**config.mk**
```make
export PLATFORM = sky130hd
export DESIGN_NAME = cntr_rr_sched
export DESIGN_NICKNAME = d
export VERILOG_FILES = /design/src/rtl/cntr_rr_sched.sv
export SDC_FILE = /design/constraint.sdc
export NUM_CORES = 1
export LEC_CHECK = 0
export CAP_MARGIN = 20
export CORE_MARGIN = 10
export CORE_UTILIZATION = 41
export DETAILED_ROUTE_END_ITERATION = 16
export GPL_TIMING_DRIVEN = 0
export PLACE_DENSITY = 0.8
export SYNTH_ARGS = -nofsm -noshare
export SYNTH_HDL_FRONTEND = slang
export SYNTH_SLANG_ARGS = --single-unit
```
**constraint.sdc**
```tcl
create_clock -name clk -period 2.4 [get_ports clk]
set_clock_uncertainty 0.15 [all_clocks]
set_input_delay 0.6 -clock clk [delete_from_list [all_inputs] [get_ports clk]]
set_output_delay 0.6 -clock clk [all_outputs]
set_load 0.02 [all_outputs]
```
**src/rtl/cntr_rr_sched.sv**
```systemverilog
// Round-robin sequencer sharing one reloadable up-counter among requesters.
// Grants one requester, counts its start value up to all-ones, pulses done.
module cntr_rr_sched #(
    parameter int N_REQ = 4,
    parameter int W     = 8
) (
    input  logic               clk,
    input  logic               rst,
    input  logic [N_REQ-1:0]   req,
    input  logic [N_REQ*W-1:0] load_val,
    input  logic               abort,
    output logic               busy,
    output logic [N_REQ-1:0]   gnt,
    output logic [N_REQ-1:0]   done,
    output logic [W-1:0]       count,
    output logic               tc
);

    localparam int IW = (N_REQ > 1) ? $clog2(N_REQ) : 1;
    localparam logic [W-1:0] CNT_MAX = '1;

    typedef enum logic [1:0] {
        S_IDLE,
        S_RUN,
        S_DONE
    } state_e;

    state_e           state_q, state_d;
    logic             busy_q, busy_d;
    logic [N_REQ-1:0] gnt_q, gnt_d;
    logic [N_REQ-1:0] done_q, done_d;
    logic [W-1:0]     count_q, count_d;
    logic [IW-1:0]    last_q, last_d;

    logic             win_vld;
    logic [IW-1:0]    win_idx;
    logic [N_REQ-1:0] win_oh;
    logic [IW:0]      cand;
    logic [W-1:0]     load_sel;
    logic             at_max;
    logic             start;

    assign at_max = (count_q == CNT_MAX);
    assign start  = !abort && win_vld;

    // Search upward from the slot after the last winner, wrapping around.
    always_comb begin
        win_vld = 1'b0;
        win_idx = '0;
        cand    = '0;
        for (int i = 0; i < N_REQ; i++) begin
            cand = {1'b0, last_q} + (IW+1)'(i + 1);
            if (cand >= (IW+1)'(N_REQ)) begin
                cand = cand - (IW+1)'(N_REQ);
            end
            if (!win_vld && req[cand[IW-1:0]]) begin
                win_vld = 1'b1;
                win_idx = cand[IW-1:0];
            end
        end
    end

    always_comb begin
        win_oh   = '0;
        load_sel = '0;
        for (int i = 0; i < N_REQ; i++) begin
            if (win_idx == IW'(i)) begin
                win_oh[i] = 1'b1;
                load_sel  = load_val[i*W +: W];
            end
        end
    end

    always_ff @(posedge clk) begin
        if (!rst) begin
            state_q <= S_IDLE;
        end else begin
            state_q <= state_d;
        end
    end

    always_comb begin
        state_d = state_q;
        unique case (state_q)
            S_IDLE: begin
                if (start) begin
                    state_d = S_RUN;
                end
            end
            S_RUN: begin
                if (abort) begin
                    state_d = S_IDLE;
                end else if (at_max) begin
                    state_d = S_DONE;
                end
            end
            S_DONE: begin
                state_d = S_IDLE;
            end
            default: begin
                state_d = S_IDLE;
            end
        endcase
    end

    always_comb begin
        busy_d  = busy_q;
        gnt_d   = gnt_q;
        done_d  = '0;
        count_d = count_q;
        last_d  = last_q;
        unique case (state_q)
            S_IDLE: begin
                busy_d = 1'b0;
                gnt_d  = '0;
                if (start) begin
                    busy_d  = 1'b1;
                    gnt_d   = win_oh;
                    count_d = load_sel;
                    last_d  = win_idx;
                end
            end
            S_RUN: begin
                if (abort) begin
                    busy_d  = 1'b0;
                    gnt_d   = '0;
                    count_d = '0;
                end else if (at_max) begin
                    done_d = gnt_q;
                end else begin
                    count_d = count_q + W'(1);
                end
            end
            S_DONE: begin
                busy_d = 1'b0;
                gnt_d  = '0;
                if (abort) begin
                    count_d = '0;
                end
            end
            default: begin
                busy_d  = 1'b0;
                gnt_d   = '0;
                count_d = '0;
            end
        endcase
    end

    always_ff @(posedge clk) begin
        if (!rst) begin
            busy_q  <= 1'b0;
            gnt_q   <= '0;
            done_q  <= '0;
            count_q <= '0;
            last_q  <= IW'(N_REQ - 1);
        end else begin
            busy_q  <= busy_d;
            gnt_q   <= gnt_d;
            done_q  <= done_d;
            count_q <= count_d;
            last_q  <= last_d;
        end
    end

    assign busy  = busy_q;
    assign gnt   = gnt_q;
    assign done  = done_q;
    assign count = count_q;
    assign tc    = (state_q == S_RUN) && at_max;

endmodule
```
==> flow_metrics.env <==
export IMPL_synth_edf_count=0
export IMPL_grt_pass1_wl_um=6348
export IMPL_row_count=19
export IMPL_cp_start_kind="flop"
export IMPL_antenna_found_initial=0
export IMPL_grt_setup_unrepaired="no"
export IMPL_overflow=0
export IMPL_final_nets=258
export IMPL_hpwl_um=3244
export IMPL_synth_flop_cell="dfxtp_1"
export IMPL_numCtsBuffers=3
export IMPL_synth_nets=194
export IMPL_dr_pass1_iters=4
export IMPL_rr_worst_depth=8
export IMPL_final_util=0.6701
export IMPL_antenna_left=0
export IMPL_arrival_ns=1.53
export IMPL_setup_slack_ns=0.1223
export IMPL_ir_worst_vdd_uv=216.4
export IMPL_pre_cts_slack_ns=-0.2962
export IMPL_hold_violations=0
export IMPL_drc=0
export IMPL_hold_path_depth=2
export IMPL_routedWlPerCell_um=16.14
export IMPL_fin_total_pwr_w=0.001080
export IMPL_die_w_um=74.91
export IMPL_grt_max_degree=13
export IMPL_ys_types=38
export IMPL_synthCells=154
export IMPL_synthToLayoutAreaGrowth_pct=53.34
export IMPL_coreArea_mm2=0.002829
export IMPL_postCtsHoldBufs=0
export IMPL_final_area_mm2=0.001896
export IMPL_r2r_end="count[5]$_SDFFE_PN0P_"
export IMPL_clkSinkCount=21
export IMPL_period_share=0.9490
export IMPL_io_buffer_count=55
export IMPL_syn_area_mm2=0.001236
export IMPL_slew_limit_headroom=0.4635
export IMPL_cp_required_ns=1.65
export IMPL_cts_max_level=1
export IMPL_layout_commonest_cell="clkdlybuf4s50_1"
export IMPL_cellPowerDensity_mw_per_mm2=569.9
export IMPL_leakagePower_nw=0.6850
export IMPL_ys_seq_area_frac=0.3401
export IMPL_reg2reg_setup_slack_ns=0.39
export IMPL_drt_iter0_markers=70
export IMPL_vias=1390
export IMPL_ys_ff_latch=21
export IMPL_drive_gt1_frac=0.1336
export IMPL_root_buffer="clkbuf_4"
export IMPL_dieArea_mm2=0.005612
export IMPL_drv_cap=0
export IMPL_slew_viol_final=0
export IMPL_clockBufferDepth=2
export IMPL_outcome="completed"
export IMPL_max_freq_ghz=0.4390
export IMPL_grt_usage=0.1397
export IMPL_placed_area_mm2=0.001832
export IMPL_async_reset_ff_frac=0
export IMPL_yosys_warnings=0
export IMPL_io_pins=57
export IMPL_timing_hold_ws_ns=0.3071
export IMPL_die_height_um=74.91
export IMPL_whs_endpoint="busy$_SDFFE_PN0P_"
export IMPL_max_slew_worst_pin_slew_ns=0.8012
export IMPL_synth_area_per_cell_um2=8.027
export IMPL_layout_common_cells="clkdlybuf4s50_1 (54), dfxtp_1 (19), nand2_1 (16)"
export IMPL_finalSetupViolCount=0
export IMPL_min_path_type="reg2reg"
export IMPL_clkTransAtPathRegs_ns=0.12
export IMPL_vias_per_cell=5.605
export IMPL_grt_pass1_vias=1349
export IMPL_period_needed_ns=2.278
export IMPL_finalWeightedCongestion=0.7873
export IMPL_antenna_cells=0
export IMPL_totalWireLength_um=4003
export IMPL_end_kind="output port"
export IMPL_hp_start="busy$_SDFFE_PN0P_"
export IMPL_cts_tree="built"
export IMPL_clk_latency_ns=0.31
export IMPL_crit_type="reg2out"
export IMPL_r2r_start="count[0]$_SDFFE_PN0P_"
export IMPL_initial_utilization=0.4370
export IMPL_path_max_fanout=6
-- critical path: stages, from the launching register on --
cell	delay (ns)
dfxtp_2	0.40
ha_2	0.22
nand4_1	0.15
nor4_2	0.26
buf_4	0.19
-- routing by layer --
layer | track usage | wire length (um)
met1 | 0.1552 | 1674
met2 | 0.2552 | 2064
met3 | 0.03679 | 228
met4 | 0.03782 | 36
met5 | 0 | 0
-- flip-flops by register name, indices dropped and copies added (netlist names) --
name     count
last_q       2
busy         1
count        8
done         4
gnt          4
state_q      2
-- power by group --
group          internal (W)  total, W  switching, W
clock network     0.0000623  0.000177      0.000115
logic              0.000225  0.000434      0.000209
registers          0.000402  0.000470     0.0000678
-- worst max path at each step --
stage | start | to | slack, ns | cells after the start
2_1_floorplan | count[0]$_SDFFE_PN0P_ | tc | 0.19 | 3
3_3_place_gp | req[3] | count[2]$_SDFFE_PN0P_ | -0.26 | 6
3_5_place_dp | req[3] | count[5]$_SDFFE_PN0P_ | -0.30 | 6
4_1_cts | req[3] | count[5]$_SDFFE_PN0P_ | 0.009 | 6
5_1_grt | req[0] | count[7]$_SDFFE_PN0P_ | 0.006 | 5
6_report | count[0]$_SDFFE_PN0P_ | tc | 0.12 | 4
-- kinds of logic after synthesis --
| group | share of synthesized area |
|---|---|
| simple gates | 0.2925 |
| compound gates | 0.3026 |
| flops | 0.3401 |
| buf+inv | 0.02935 |
| mux | 0.01822 |
| xor+xnor | 0.007086 |
| fa+ha+maj | 0.01012 |
-- Yosys cell counts (4+ instances only) --
master | count | area [um2]
o21ai_0 | 15 | 75.07
nand3_1 | 9 | 45.04
nand2_1 | 16 | 60.06
buf_2 | 5 | 25.02
nand2b_1 | 6 | 37.54
dfxtp_1 | 21 | 420.4
o221ai_1 | 8 | 70.07
nor2b_1 | 5 | 31.28
o21ai_1 | 7 | 35.03
a21oi_1 | 6 | 30.03
and2_1 | 4 | 25.02
nor2_1 | 8 | 30.03
o22ai_1 | 10 | 62.56
-- area by class of cell --
| class | instances | area (um2) |
|---|---|---|
| Timing Repair Buffer | 59 | 578.1 |
| Clock inverter | 1 | 5.005 |
| Clock buffer | 3 | 22.52 |
| Inverter | 2 | 7.507 |
| Fill cell | 249 | 933.4 |
| Buffer | 6 | 28.78 |
| Sequential cell | 21 | 422.9 |
| Tap cell | 31 | 38.79 |
| Multi-Input combinational cell | 125 | 792.0 |
-- stage by stage --
step,TNS (ns),cells
final,0,248
after global routing,0,248
after CTS,0,245
after detailed placement,-2.588,240
after global placement,-2.284,240
after floorplan,0,154
-- what timing repair did --
item,4_1_cts,5_1_grt
buffers inserted,1,3
gates resized for setup,7,3
pin swaps,0,2
setup endpoints to repair,1,9
Note: power is estimated with default switching activity, not from simulation.
